$ cat config.mk
export PLATFORM = sky130hd
export DESIGN_NAME = muldiv_controller
export DESIGN_NICKNAME = d
export VERILOG_FILES = /design/src/rtl/muldiv_pkg.sv /design/src/rtl/muldiv_datapath.sv /design/src/rtl/muldiv_controller.sv
export SDC_FILE = /design/constraint.sdc
export NUM_CORES = 1
export LEC_CHECK = 0
export ABC_AREA = 1
export CAP_MARGIN = 20
export CORE_MARGIN = 1.5
export CORE_UTILIZATION = 40
export CTS_BUF_LIST = sky130_fd_sc_hd__clkbuf_16
export DETAILED_ROUTE_END_ITERATION = 7
export GPL_TIMING_DRIVEN = 1
export SYNTH_ARGS = -nofsm -noshare
export SYNTH_HDL_FRONTEND = slang
export SYNTH_HIERARCHICAL = 1
export SYNTH_SLANG_ARGS = --single-unit
$ cat constraint.sdc
create_clock -name Clk -period 3.82 [get_ports Clk]
set_input_delay 0.955 -clock Clk [delete_from_list [all_inputs] [get_ports Clk]]
set_output_delay 0.955 -clock Clk [all_outputs]
set_load 0.05 [all_outputs]
$ cat src/rtl/muldiv_pkg.sv
// Shared definitions for the multi-cycle MIPS multiply/divide unit:
// operand width, iteration counter sizing, op and state encodings.
package muldiv_pkg;

  localparam int WIDTH = 32;
  localparam int CNT_W = $clog2(WIDTH) + 1;
  localparam logic [CNT_W-1:0] LAST_ITER = CNT_W'(WIDTH - 1);

  typedef enum logic [1:0] {
    OP_MULT  = 2'b00,
    OP_MULTU = 2'b01,
    OP_DIV   = 2'b10,
    OP_DIVU  = 2'b11
  } op_e;

  typedef enum logic [1:0] {
    ST_IDLE = 2'b00,
    ST_CALC = 2'b01,
    ST_FIX  = 2'b10
  } state_e;

  function automatic logic is_signed_op(input op_e op);
    return (op == OP_MULT) || (op == OP_DIV);
  endfunction

  function automatic logic is_div_op(input op_e op);
    return (op == OP_DIV) || (op == OP_DIVU);
  endfunction

  // Two's-complement magnitude; 0x80000000 maps to 2^31, which still fits unsigned.
  function automatic logic [WIDTH-1:0] magnitude(input logic [WIDTH-1:0] v, input logic neg);
    return neg ? (~v + 1'b1) : v;
  endfunction

endpackage

$ cat src/rtl/muldiv_datapath.sv
// Shift-add multiplier / restoring divider datapath. Holds the latched
// operands, the shared {upper/remainder, lower/quotient} shift registers,
// one 33-bit adder/subtractor and the final sign correction.
module muldiv_datapath
  import muldiv_pkg::*;
(
  input  logic             i_clk,
  input  logic             i_rst,
  input  logic             i_load,
  input  logic             i_iter,
  input  logic [1:0]       i_op,
  input  logic [WIDTH-1:0] i_a,
  input  logic [WIDTH-1:0] i_b,
  output logic [WIDTH-1:0] o_hi,
  output logic [WIDTH-1:0] o_lo
);

  op_e              r_op;
  logic             r_neg_a;
  logic             r_neg_b;
  logic             r_b_zero;
  logic [WIDTH-1:0] r_orig_a;
  logic [WIDTH-1:0] r_operand;  // |A| (multiplicand) or |B| (divisor)
  logic [WIDTH:0]   r_hi;       // product upper half or 33-bit remainder
  logic [WIDTH-1:0] r_lo;       // product lower half or quotient

  logic             w_is_div;
  logic             w_sgn_a;
  logic             w_sgn_b;
  logic [WIDTH-1:0] w_mag_a;
  logic [WIDTH-1:0] w_mag_b;
  logic [WIDTH:0]   w_rem_sh;
  logic [WIDTH:0]   w_addsub;
  logic [2*WIDTH-1:0] w_prod;

  assign w_is_div = is_div_op(r_op);
  assign w_sgn_a  = is_signed_op(op_e'(i_op)) & i_a[WIDTH-1];
  assign w_sgn_b  = is_signed_op(op_e'(i_op)) & i_b[WIDTH-1];
  assign w_mag_a  = magnitude(i_a, w_sgn_a);
  assign w_mag_b  = magnitude(i_b, w_sgn_b);

  // Divide: remainder shifted left with the next dividend bit. Since the
  // remainder stays below the divisor, bit 32 of the difference is set
  // exactly when the trial subtraction goes negative.
  assign w_rem_sh = {r_hi[WIDTH-1:0], r_lo[WIDTH-1]};
  assign w_addsub = w_is_div
                  ? (w_rem_sh - {1'b0, r_operand})
                  : ({1'b0, r_hi[WIDTH-1:0]} + (r_lo[0] ? {1'b0, r_operand} : '0));

  // Operand latch on load, one shift-add or restoring-divide step per iterate.
  always_ff @(posedge i_clk) begin
    // NOTE: registers use non-blocking assignments so every flop samples pre-edge values.
    if (i_rst) begin
      r_op      <= OP_MULT;
      r_neg_a   <= 1'b0;
      r_neg_b   <= 1'b0;
      r_b_zero  <= 1'b0;
      r_orig_a  <= '0;
      r_operand <= '0;
      r_hi      <= '0;
      r_lo      <= '0;
    end else if (i_load) begin
      r_op      <= op_e'(i_op);
      r_neg_a   <= w_sgn_a;
      r_neg_b   <= w_sgn_b;
      r_b_zero  <= (i_b == '0);
      r_orig_a  <= i_a;
      r_hi      <= '0;
      if (is_div_op(op_e'(i_op))) begin
        r_operand <= w_mag_b;
        r_lo      <= w_mag_a;
      end else begin
        r_operand <= w_mag_a;
        r_lo      <= w_mag_b;
      end
    end else if (i_iter) begin
      if (w_is_div) begin
        if (!w_addsub[WIDTH]) begin
          r_hi <= w_addsub;
          r_lo <= {r_lo[WIDTH-2:0], 1'b1};
        end else begin
          r_hi <= w_rem_sh;
          r_lo <= {r_lo[WIDTH-2:0], 1'b0};
        end
      end else begin
        r_hi <= {1'b0, w_addsub[WIDTH:1]};
        r_lo <= {w_addsub[0], r_lo[WIDTH-1:1]};
      end
    end
  end

  assign w_prod = {r_hi[WIDTH-1:0], r_lo};

  // Sign correction and divide-by-zero override for HI/LO writeback.
  always_comb begin
    // NOTE: every output gets a default first so no path can infer a latch.
    o_hi = w_prod[2*WIDTH-1:WIDTH];
    o_lo = w_prod[WIDTH-1:0];
    if (w_is_div) begin
      if (r_b_zero) begin
        o_hi = r_orig_a;
        o_lo = '1;
      end else begin
        o_lo = (r_neg_a ^ r_neg_b) ? (~r_lo + 1'b1) : r_lo;
        o_hi = r_neg_a ? (~r_hi[WIDTH-1:0] + 1'b1) : r_hi[WIDTH-1:0];
      end
    end else if (r_neg_a ^ r_neg_b) begin
      {o_hi, o_lo} = ~w_prod + 1'b1;
    end
  end

endmodule

$ cat src/rtl/muldiv_controller.sv
// MIPS MULT/MULTU/DIV/DIVU sequencer: IDLE -> CALC (32 iterations) -> FIX,
// owns the HI/LO architectural registers and handles MTHI/MTLO writes.
module muldiv_controller
  import muldiv_pkg::*;
(
  input  logic             Clk,
  input  logic             Reset,
  input  logic             Start,
  input  logic [1:0]       Op,
  input  logic [WIDTH-1:0] A,
  input  logic [WIDTH-1:0] B,
  input  logic             WriteHi,
  input  logic             WriteLo,
  input  logic [WIDTH-1:0] WriteData,
  output logic             Busy,
  output logic             Done,
  output logic [WIDTH-1:0] HI,
  output logic [WIDTH-1:0] LO
);

  state_e           r_state;
  state_e           w_next;
  logic [CNT_W-1:0] r_cnt;
  logic [WIDTH-1:0] r_hi;
  logic [WIDTH-1:0] r_lo;
  logic             r_done;
  logic             w_load;
  logic             w_iter;
  logic             w_fix;
  logic             w_idle;
  logic [WIDTH-1:0] w_dp_hi;
  logic [WIDTH-1:0] w_dp_lo;

  muldiv_datapath u_datapath (
    .i_clk  (Clk),
    .i_rst  (Reset),
    .i_load (w_load),
    .i_iter (w_iter),
    .i_op   (Op),
    .i_a    (A),
    .i_b    (B),
    .o_hi   (w_dp_hi),
    .o_lo   (w_dp_lo)
  );

  // State register.
  always_ff @(posedge Clk) begin
    if (Reset) r_state <= ST_IDLE;
    else       r_state <= w_next;
  end

  // Next-state and datapath control.
  always_comb begin
    w_next = r_state;
    w_load = 1'b0;
    w_iter = 1'b0;
    w_fix  = 1'b0;
    unique case (r_state)
      ST_IDLE: begin
        if (Start) begin
          w_load = 1'b1;
          w_next = ST_CALC;
        end
      end
      ST_CALC: begin
        w_iter = 1'b1;
        if (r_cnt == LAST_ITER) w_next = ST_FIX;
      end
      ST_FIX: begin
        w_fix  = 1'b1;
        w_next = ST_IDLE;
      end
      default: w_next = ST_IDLE;
    endcase
  end

  assign w_idle = (r_state == ST_IDLE);

  // Iteration counter: cleared on accept, advanced each CALC cycle.
  always_ff @(posedge Clk) begin
    if (Reset)       r_cnt <= '0;
    else if (w_load) r_cnt <= '0;
    else if (w_iter) r_cnt <= r_cnt + 1'b1;
  end

  // HI/LO: operation writeback wins; MTHI/MTLO only when idle and no Start.
  always_ff @(posedge Clk) begin
    if (Reset) begin
      r_hi <= '0;
      r_lo <= '0;
    end else if (w_fix) begin
      r_hi <= w_dp_hi;
      r_lo <= w_dp_lo;
    end else if (w_idle && !Start) begin
      if (WriteHi) r_hi <= WriteData;
      if (WriteLo) r_lo <= WriteData;
    end
  end

  // Done pulses for the single cycle following writeback.
  always_ff @(posedge Clk) begin
    if (Reset) r_done <= 1'b0;
    else       r_done <= w_fix;
  end

  assign Busy = !w_idle;
  assign Done = r_done;
  assign HI   = r_hi;
  assign LO   = r_lo;

endmodule
* Word level (Yosys, flattened, before mapping)
Index checks and enable logic that the tools add are counted.
** Cells by class
- $add $sub $neg :: 8
- Eq/ne operators :: 9
- Mux-type cells :: 33
- Bitwise gates (word level) :: 8
- Reduce and logical (&&, ||, !) cells :: 17
** Operators by type and width (count)
- 32-bit 2-to-1 mux :: 24
- 32-bit by 1-bit adder with 32-bit output, second input constant :: 4
- 32-bit inverter :: 4
- 64-bit by 1-bit adder with 64-bit output, second input constant :: 1
- 64-bit inverter :: 1
- 32-bit by 32-bit adder with 33-bit output :: 1
- 33-bit 2-to-1 mux :: 1
- 33-bit by 32-bit subtractor with 33-bit output :: 1
- 32-bit logical NOT :: 1
- 2-bit equality test, second input constant :: 5
- 2-bit nonzero test :: 4
- 6-bit by 1-bit adder with 6-bit output, second input constant :: 1
- 6-bit by 5-bit equality test with 1-bit output, second input constant :: 1
- 2-bit AND reduction :: 3
- 1-bit 2-to-1 mux :: 5
- 2-bit logical NOT :: 2
- 2-bit 2-to-1 mux :: 2
- 2-bit != test, second input constant :: 2
- 2-bit case mux with 2 select lines :: 1
- 1-bit logical OR :: 3
- 1-bit AND :: 2
- 2-bit by 1-bit equality test with 1-bit output, second input constant :: 1
- 1-bit logical NOT :: 2
- 2-bit OR reduction :: 1
- 2 further kinds :: 2
** Word-level totals
- Register bits :: 206
- Bits of input ports :: 103
- Output and inout bits :: 66
- Logic and storage cells :: 88

* Longest topological paths before layout
Gate-level depths: netlist of run 1.
- Depth after elaboration :: 7
- Depth in mapped cells :: 21

* Cells and area by module
The synthesis of run 1 kept the hierarchy.
** By module, submodules not included
- muldiv_datapath :: instances 1, cells each 3157, area an instance 16826.1 sq um, sequential area each 2642.5 sq um
- muldiv_controller :: instances 1, cells each 509, area an instance 3244.4 sq um, sequential area each 1461.4 sq um

* Worst setup path after synthesis of run 1
OpenSTA, ideal clock, no wires.
- Path type :: register to register
- Start point :: register u_datapath.r_lo[0]
- End point :: register u_datapath.r_hi[0]
- Arrival time :: 2.503 ns
- Data required time :: 3.698 ns
- Setup slack :: 1.195 ns
- Cell stages (with the launch flop) :: 20
- Buffers on the path :: 3
- Path through :: dfxtp_1 -> buf_2 -> clkbuf_1 -> nand2_1 -> inv_1 -> ha_1 -> fa_1 -> nand3_1 -> nand3_1 -> nand2_1 -> nand2_1 -> nand2_1 -> nand2_1 -> nand2_1 -> nand3_2 -> nand2_4 -> buf_6 -> nand2_1 -> nand2_1 -> a21oi_2
** Between the ends
- Longest elaborated chain between the ends :: 5
** Ends and longest elaborated chain
- start: declaration :: line muldiv_datapath.sv:25 : logic [WIDTH-1:0] r_lo;
- start signal: assignment :: line muldiv_datapath.sv:71 : r_lo <= w_mag_a;
- start signal: assignment :: line muldiv_datapath.sv:74 : r_lo <= w_mag_b;
- start signal: assignment :: line muldiv_datapath.sv:80 : r_lo <= {r_lo[WIDTH-2:0], 1'b1};
- 32-bit 2-to-1 mux * :: line muldiv_datapath.sv:48 : : ({1'b0, r_hi[WIDTH-1:0]} + (r_lo[0] ? {1'b0, r_operand} : '0));
- 32-bit by 32-bit adder with 33-bit output * :: line muldiv_datapath.sv:48
- 33-bit 2-to-1 mux * :: line muldiv_datapath.sv:47 : ? (w_rem_sh - {1'b0, r_operand})
- 32-bit 2-to-1 mux :: line muldiv_datapath.sv:78 : if (!w_addsub[WIDTH]) begin
- 32-bit 2-to-1 mux * :: line muldiv_datapath.sv:77 : if (w_is_div) begin
- end signal: assignment :: line muldiv_datapath.sv:79 : r_hi <= w_addsub;
- end signal: assignment :: line muldiv_datapath.sv:82 : r_hi <= w_rem_sh;
- end signal: assignment :: line muldiv_datapath.sv:86 : r_hi <= {1'b0, w_addsub[WIDTH:1]};
- end: declaration :: line muldiv_datapath.sv:24 : logic [WIDTH:0] r_hi;
Mark *: on every way between the ends. The rest lies on a longest branch, timed or not.
A chain may end at the register's enable or synchronous reset.

* Final worst setup path of run 1
- Start point :: register u_datapath.r_lo[0]
- End point :: register u_datapath.r_hi[24]
The elaborated chain is that of the path after synthesis.

==> results of run 1 <==
-- sequential cells by signal, summed over array words and instances (netlist names), 2 cells and up --
name / flops
u_datapath/r_hi: 32
LO: 32
r_state: 2
r_cnt: 6
HI: 32
u_datapath/r_orig_a: 32
u_datapath/r_operand: 32
u_datapath/r_lo: 32
-- tightest hold or removal path, stage by stage (launching register included) --
cell and delay (ns):
dfxtp_1 0.31, nand2_1 0.06, nand2_1 0.04
-- routing by layer --
| metal | vias to the layer above | share of wire | track usage |
|---|---|---|---|
| met3 | 229 | 0.11 | 0.07241 |
| met1 | 11250 | 0.42 | 0.5001 |
| met2 | 1320 | 0.42 | 0.5603 |
| met4 | 0 | 0.047 | 0.1551 |
| li1 | 11910 | - | - |
| met5 | - | 0 | 0 |
-- cell families after synthesis --
kind of cell	after synthesis	share of synthesized area
simple gates	2025	0.4183
buf+inv	679	0.1305
xor+xnor	77	0.03360
fa+ha+maj	71	0.04501
compound gates	609	0.1681
flops	205	0.2045
-- power by group through the flow --
stage	clock [mW]	sequential [mW]	combinational (mW)
after floorplan	0	2.62	2.11
final	2.57	2.59	3.51
after global placement	0	2.62	3.40
after global routing	2.69	2.59	3.81
after CTS	2.60	2.57	3.41
after detailed placement	0	2.61	3.39
-- per-stage QoR --
step	instances	instance area (µm²)
detailed placement	4413	22490
floorplan	3666	20070
finish	4463	23360
global placement	4413	22490
global route	4461	23360
CTS	4461	23360
-- final timing paths --
check	start	to	slack, ns	cells after the start
setup / recovery	u_datapath/r_lo[0]	u_datapath/r_hi[24]	0.45	17
hold / removal	u_datapath/r_orig_a[13]	u_datapath/r_orig_a[13]	0.45	2
setup reg to reg	u_datapath/r_lo[0]	u_datapath/r_hi[24]	0.45	17
hold reg to reg	u_datapath/r_orig_a[13]	u_datapath/r_orig_a[13]	0.45	2
-- layout by cell type, fill, tap and decap left out, drive strengths merged, types with 2 or more instances in the layout --
cell type	synthesis	routed
a211oi	3	3
a21o	6	6
a21oi	207	207
a22oi	5	5
a31o	2	2
a31oi	6	6
and3	3	3
buf	64	56
bufinv	0	3
clkbuf	77	27
clkdlybuf4s50	0	168
clkinv	3	17
dfxtp	205	205
diode	0	2
fa	2	2
ha	69	69
inv	535	538
nand2	1194	1194
nand3	277	277
nand3b	22	22
nand4	42	42
nor2	438	438
nor3	38	38
nor4	6	6
o211ai	40	40
o21ai	297	297
o21bai	8	8
o221ai	20	20
o22ai	6	6
o31ai	4	4
o41ai	2	2
or2	3	3
xnor2	10	10
xor2	67	67
-- final cells by class --
type | count | area share
Clock buffer | 27 | 0.02892
Inverter | 538 | 0.08644
Timing Repair Buffer | 224 | 0.09265
Sequential cell | 205 | 0.1758
Clock inverter | 21 | 0.008033
Multi-Input combinational cell | 2782 | 0.5724
Tap cell | 664 | 0.03556
Antenna cell | 2 | 0.0002142
==> impl_metrics.json, run 1 <==
{
  "status": "completed",
  "h-tree-depth": 1,
  "cpMaxStageDelayCell": "dfxtp_1",
  "grt_usage": 0.3663,
  "syn-instance-count": 3666,
  "multi_input_area_um2": 13370,
  "leakagePower_nw": 12.11,
  "cp-start-kind": "flop",
  "coreArea_um2": 49250,
  "finalClockSkew_ns": 0.02249,
  "fin_nets": 3951,
  "synth_area_per_cell_um2": 5.475,
  "ys.flop_type": "dfxtp_1",
  "place_congestion": 1.034,
  "clk-insertion-delay-late_ns": 0.57,
  "drt_drc_violations_left": 0,
  "seq_power_share": 0.299,
  "initial_core_util": 0.4075,
  "switching_share": 0.4393,
  "worstPathMaxFanout": 19,
  "slew_headroom": 0.3311,
  "critPathTopFamily": "simple AND/OR/NAND/NOR gates",
  "overflow": 0,
  "num-fill-cells": 5552,
  "drive_above_1_share": 0.04767,
  "vias": 24710,
  "crit_top_cell": "nand2_1",
  "netlist_top_cells_count": "nand2_1 (1,174), inv_1 (516), nor2_1 (425)",
  "power_switching_mw": 3.810,
  "ys_ff_latch": 205,
  "drv_slew": 0,
  "worstMarginPinSlew_ns": 1.002,
  "fmaxAchievable_mhz": 296.5,
  "synth-async-reset-ratio": 0,
  "crit_chain": "buf_12 > nand2_1 > inv_1 > ha_1 > fa_1 > nand3_1 > nand3_1 > nand2_1 > nand2_1 > nand2_1 > nand2_1 > nand2_1 > nand3_2 > nand2_4 > nand3_1 > nand2_1 > a21oi_1",
  "path_clk_slew_ns": 0.07,
  "vias_per_cell": 5.537,
  "worst_ep_arrival_time_ns": 3.84,
  "drt-total-wl_um": 96230,
  "p_comb_frac": 0.405,
  "cts_root_buf": "clkbuf_16",
  "die_w_um": 227,
  "fin_crit_sh": 0.8829,
  "synth_most_common_cell": "nand2_1",
  "hold_class": "flop to flop",
  "finalWorstSetupSlack_ns": 0.4472,
  "criticalPathCategory": "flop to flop",
  "cp_num_buf_inv": 2,
  "hold_buffers": 0,
  "end_kind": "flop",
  "place_ws_ns": 0.4633,
  "p_int_mw": 4.863,
  "fp.dieH_um": 227,
  "numPortBuffers": 168,
  "clock-sinks": 205,
  "max_stage_delay_ns": 0.49,
  "grt_pass1_vias": 22490,
  "cts_buffer_depth": 3,
  "yosysUniqueCellTypes": 51,
  "cts_tree": "yes",
  "grt_max_degree": 67,
  "cap_viol_max_count": 0,
  "p_total_mw": 8.672,
  "ant_nets": 0,
  "die_area_um2": 51530,
  "synth_area_um2": 20070,
  "finalHoldViolCount": 0,
  "powerDensity_nw_per_um2": 371.2,
  "fin_util": 0.4743,
  "cts_post_setup_buffers_inserted": 0,
  "max-vdd-ir-drop_uv": 342.2,
  "drtIter0Drc": 2802,
  "ys_warn_count": 6,
  "syn_to_final_growth_pct": 16.40,
  "place_hpwl_um": 77100,
  "ios": 169,
  "rows": 81,
  "grt_pass1_wl_um": 141200,
  "cts_buffers": 26,
  "setup_tns_ns": 0,
  "regArea_um2": 4108,
  "synth_area_leaders": "nand2_1 (22%), dfxtp_1 (20%), inv_1 (9.7%)",
  "whs_ns": 0.4524,
  "worstPathRequired_ns": 4.28,
  "synth_top_cell_area_share": 0.2196,
  "post_drt_wl_per_cell_um": 21.56,
  "antenna_found_initial": 2,
  "synth_edf_count": 0,
  "clock_power_share": 0.296,
  "synth_fp_nets": 3840,
  "firstDrtPassIters": 6,
  "rsz0062_at_grt": "no",
  "min_period_ns": 3.373,
  "yosysTopAreaCell": "nand2_1",
  "setup_viol": 0,
  "yosysSeqAreaShare": 0.2045,
  "ctsResizeCount": 0
}
Power figures use the tool's default switching activity.
==> run 2, diff against run 1 <==
- CORE_MARGIN: 1.5 -> 2
- SKIP_CTS_REPAIR_TIMING: default -> 1
==> impl_metrics.json, run 2 (same netlist as run 1, synthesis figures left out) <==
{
  "status": "completed",
  "finalClockSkew_ns": 0.02557,
  "cts_tree": "yes",
  "clock_power_share": 0.271,
  "cts_buffer_depth": 3,
  "hold_class": "flop to flop",
  "vias": 24620,
  "final_common_cell": "nand2_1",
  "powerDensity_nw_per_um2": 364.2,
  "path_clk_slew_ns": 0.06,
  "fin_nets": 3946,
  "fin_util": 0.4663,
  "switching_share": 0.4526,
  "worstMarginPinSlew_ns": 1.024,
  "initial_core_util": 0.4025,
  "die_area_um2": 51980,
  "place_congestion": 1.054,
  "drv_slew": 0,
  "fp.dieH_um": 228,
  "clk-insertion-delay-late_ns": 0.56,
  "cap_viol_max_count": 0,
  "worst_ep_arrival_time_ns": 3.68,
  "grt_usage": 0.3579,
  "die_w_um": 228,
  "power_switching_mw": 3.833,
  "fin_crit_sh": 0.8499,
  "rsz0062_at_grt": "no",
  "ant_nets": 0,
  "grt_max_degree": 74,
  "ios": 169,
  "antenna_found_initial": 3,
  "coreArea_um2": 49860,
  "cts_root_buf": "clkbuf_16",
  "cp-start-kind": "flop",
  "cts_buffers": 25,
  "end_kind": "flop",
  "post_drt_wl_per_cell_um": 21.60,
  "diodes": 0,
  "numPortBuffers": 168,
  "min_period_ns": 3.246,
  "leakagePower_nw": 12.05,
  "p_comb_frac": 0.424,
  "firstDrtPassIters": 6,
  "finalHoldViolCount": 0,
  "setup_tns_ns": 0,
  "h-tree-depth": 1,
  "setup_viol": 0,
  "overflow": 0,
  "p_int_mw": 4.634,
  "drt_drc_violations_left": 0,
  "worstPathMaxFanout": 8,
  "vias_per_cell": 5.516,
  "mostFrequentLayoutCells": "nand2_1 (1,174), inv_1 (519), nor2_1 (421), o21ai_0 (273), nand3_1 (268)",
  "clock-sinks": 205,
  "place_hpwl_um": 78160,
  "rows": 82,
  "seq_power_share": 0.305,
  "slew_headroom": 0.3159,
  "grt_pass1_wl_um": 142700,
  "syn_to_final_growth_pct": 15.83,
  "drtIter0Drc": 3149,
  "max-vdd-ir-drop_uv": 294.8,
  "fmaxAchievable_mhz": 308.0,
  "worstPathRequired_ns": 4.26,
  "drive_above_1_share": 0.04616,
  "criticalPathCategory": "flop to flop",
  "drt-total-wl_um": 96390,
  "grt_pass1_vias": 22340
}
==> run 2: critical path, stage by stage (launching register included) <==
cell and delay [ns]:
dfxtp_1 0.42, inv_1 0.32, ha_1 0.23, inv_1 0.13, nor2_1 0.17, inv_1 0.12, o21ai_0 0.44, o21ai_0 0.30
a21oi_1 0.26, nor2_1 0.06, o221ai_1 0.22, nand2_1 0.16, nand2_1 0.10, nand2_1 0.06, nor2_1 0.08, nor2_1 0.05
==> run 2: power groups by stage <==
stage	logic, mW	clock network [mW]	registers, mW
CTS	3.47	2.31	2.56
finish	3.59	2.29	2.58
global placement	3.47	0	2.61
detailed placement	3.46	0	2.61
global route	3.88	2.40	2.58
floorplan	2.11	0	2.62
==> run 2: metrics by stage <==
stage	hold WS [ns]	instance area (µm²)	instances	setup WS, ns	power (mW)
2_1_floorplan	0.4136	20070	3666	1.195	4.722
3_3_place_gp	0.4270	22490	4417	0.4129	6.076
3_5_place_dp	0.4418	22490	4417	0.4374	6.065
4_1_cts	0.4531	23250	4463	0.6691	8.340
5_1_grt	0.4878	23250	4463	0.3292	8.860
6_report	0.4539	23250	4463	0.5735	8.467
==> run 2: path summary, 6_finish.rpt <==
| kind | from | end | slack [ns] | cells past startpoint |
|---|---|---|---|---|
| min | u_datapath/r_orig_a[8] | u_datapath/r_orig_a[8] | 0.45 | 2 |
| min reg2reg | u_datapath/r_orig_a[8] | u_datapath/r_orig_a[8] | 0.45 | 2 |
| max | u_datapath/r_hi[0] | HI[30] | 0.57 | 15 |
| max reg2reg | u_datapath/r_hi[0] | HI[30] | 0.57 | 15 |
==> run 2: routing by layer <==
layer	share of wire	vias to the layer above	GRT usage
met5	0.00050	-	0
met4	0.038	6	0.1119
met3	0.11	167	0.06888
met2	0.42	1325	0.5454
met1	0.44	11230	0.5070
li1	-	11890	-
==> run 2: area by class of cell <==
type / count / area [µm²]
well taps: 672 / 840.8
inverters: 538 / 2019
clock buffers: 25 / 625.6
clock inverters: 21 / 136.4
fillers: 5684 / 26610
repair buffers: 220 / 2147
flip-flops and latches: 205 / 4108
multi-input cells: 2782 / 13370
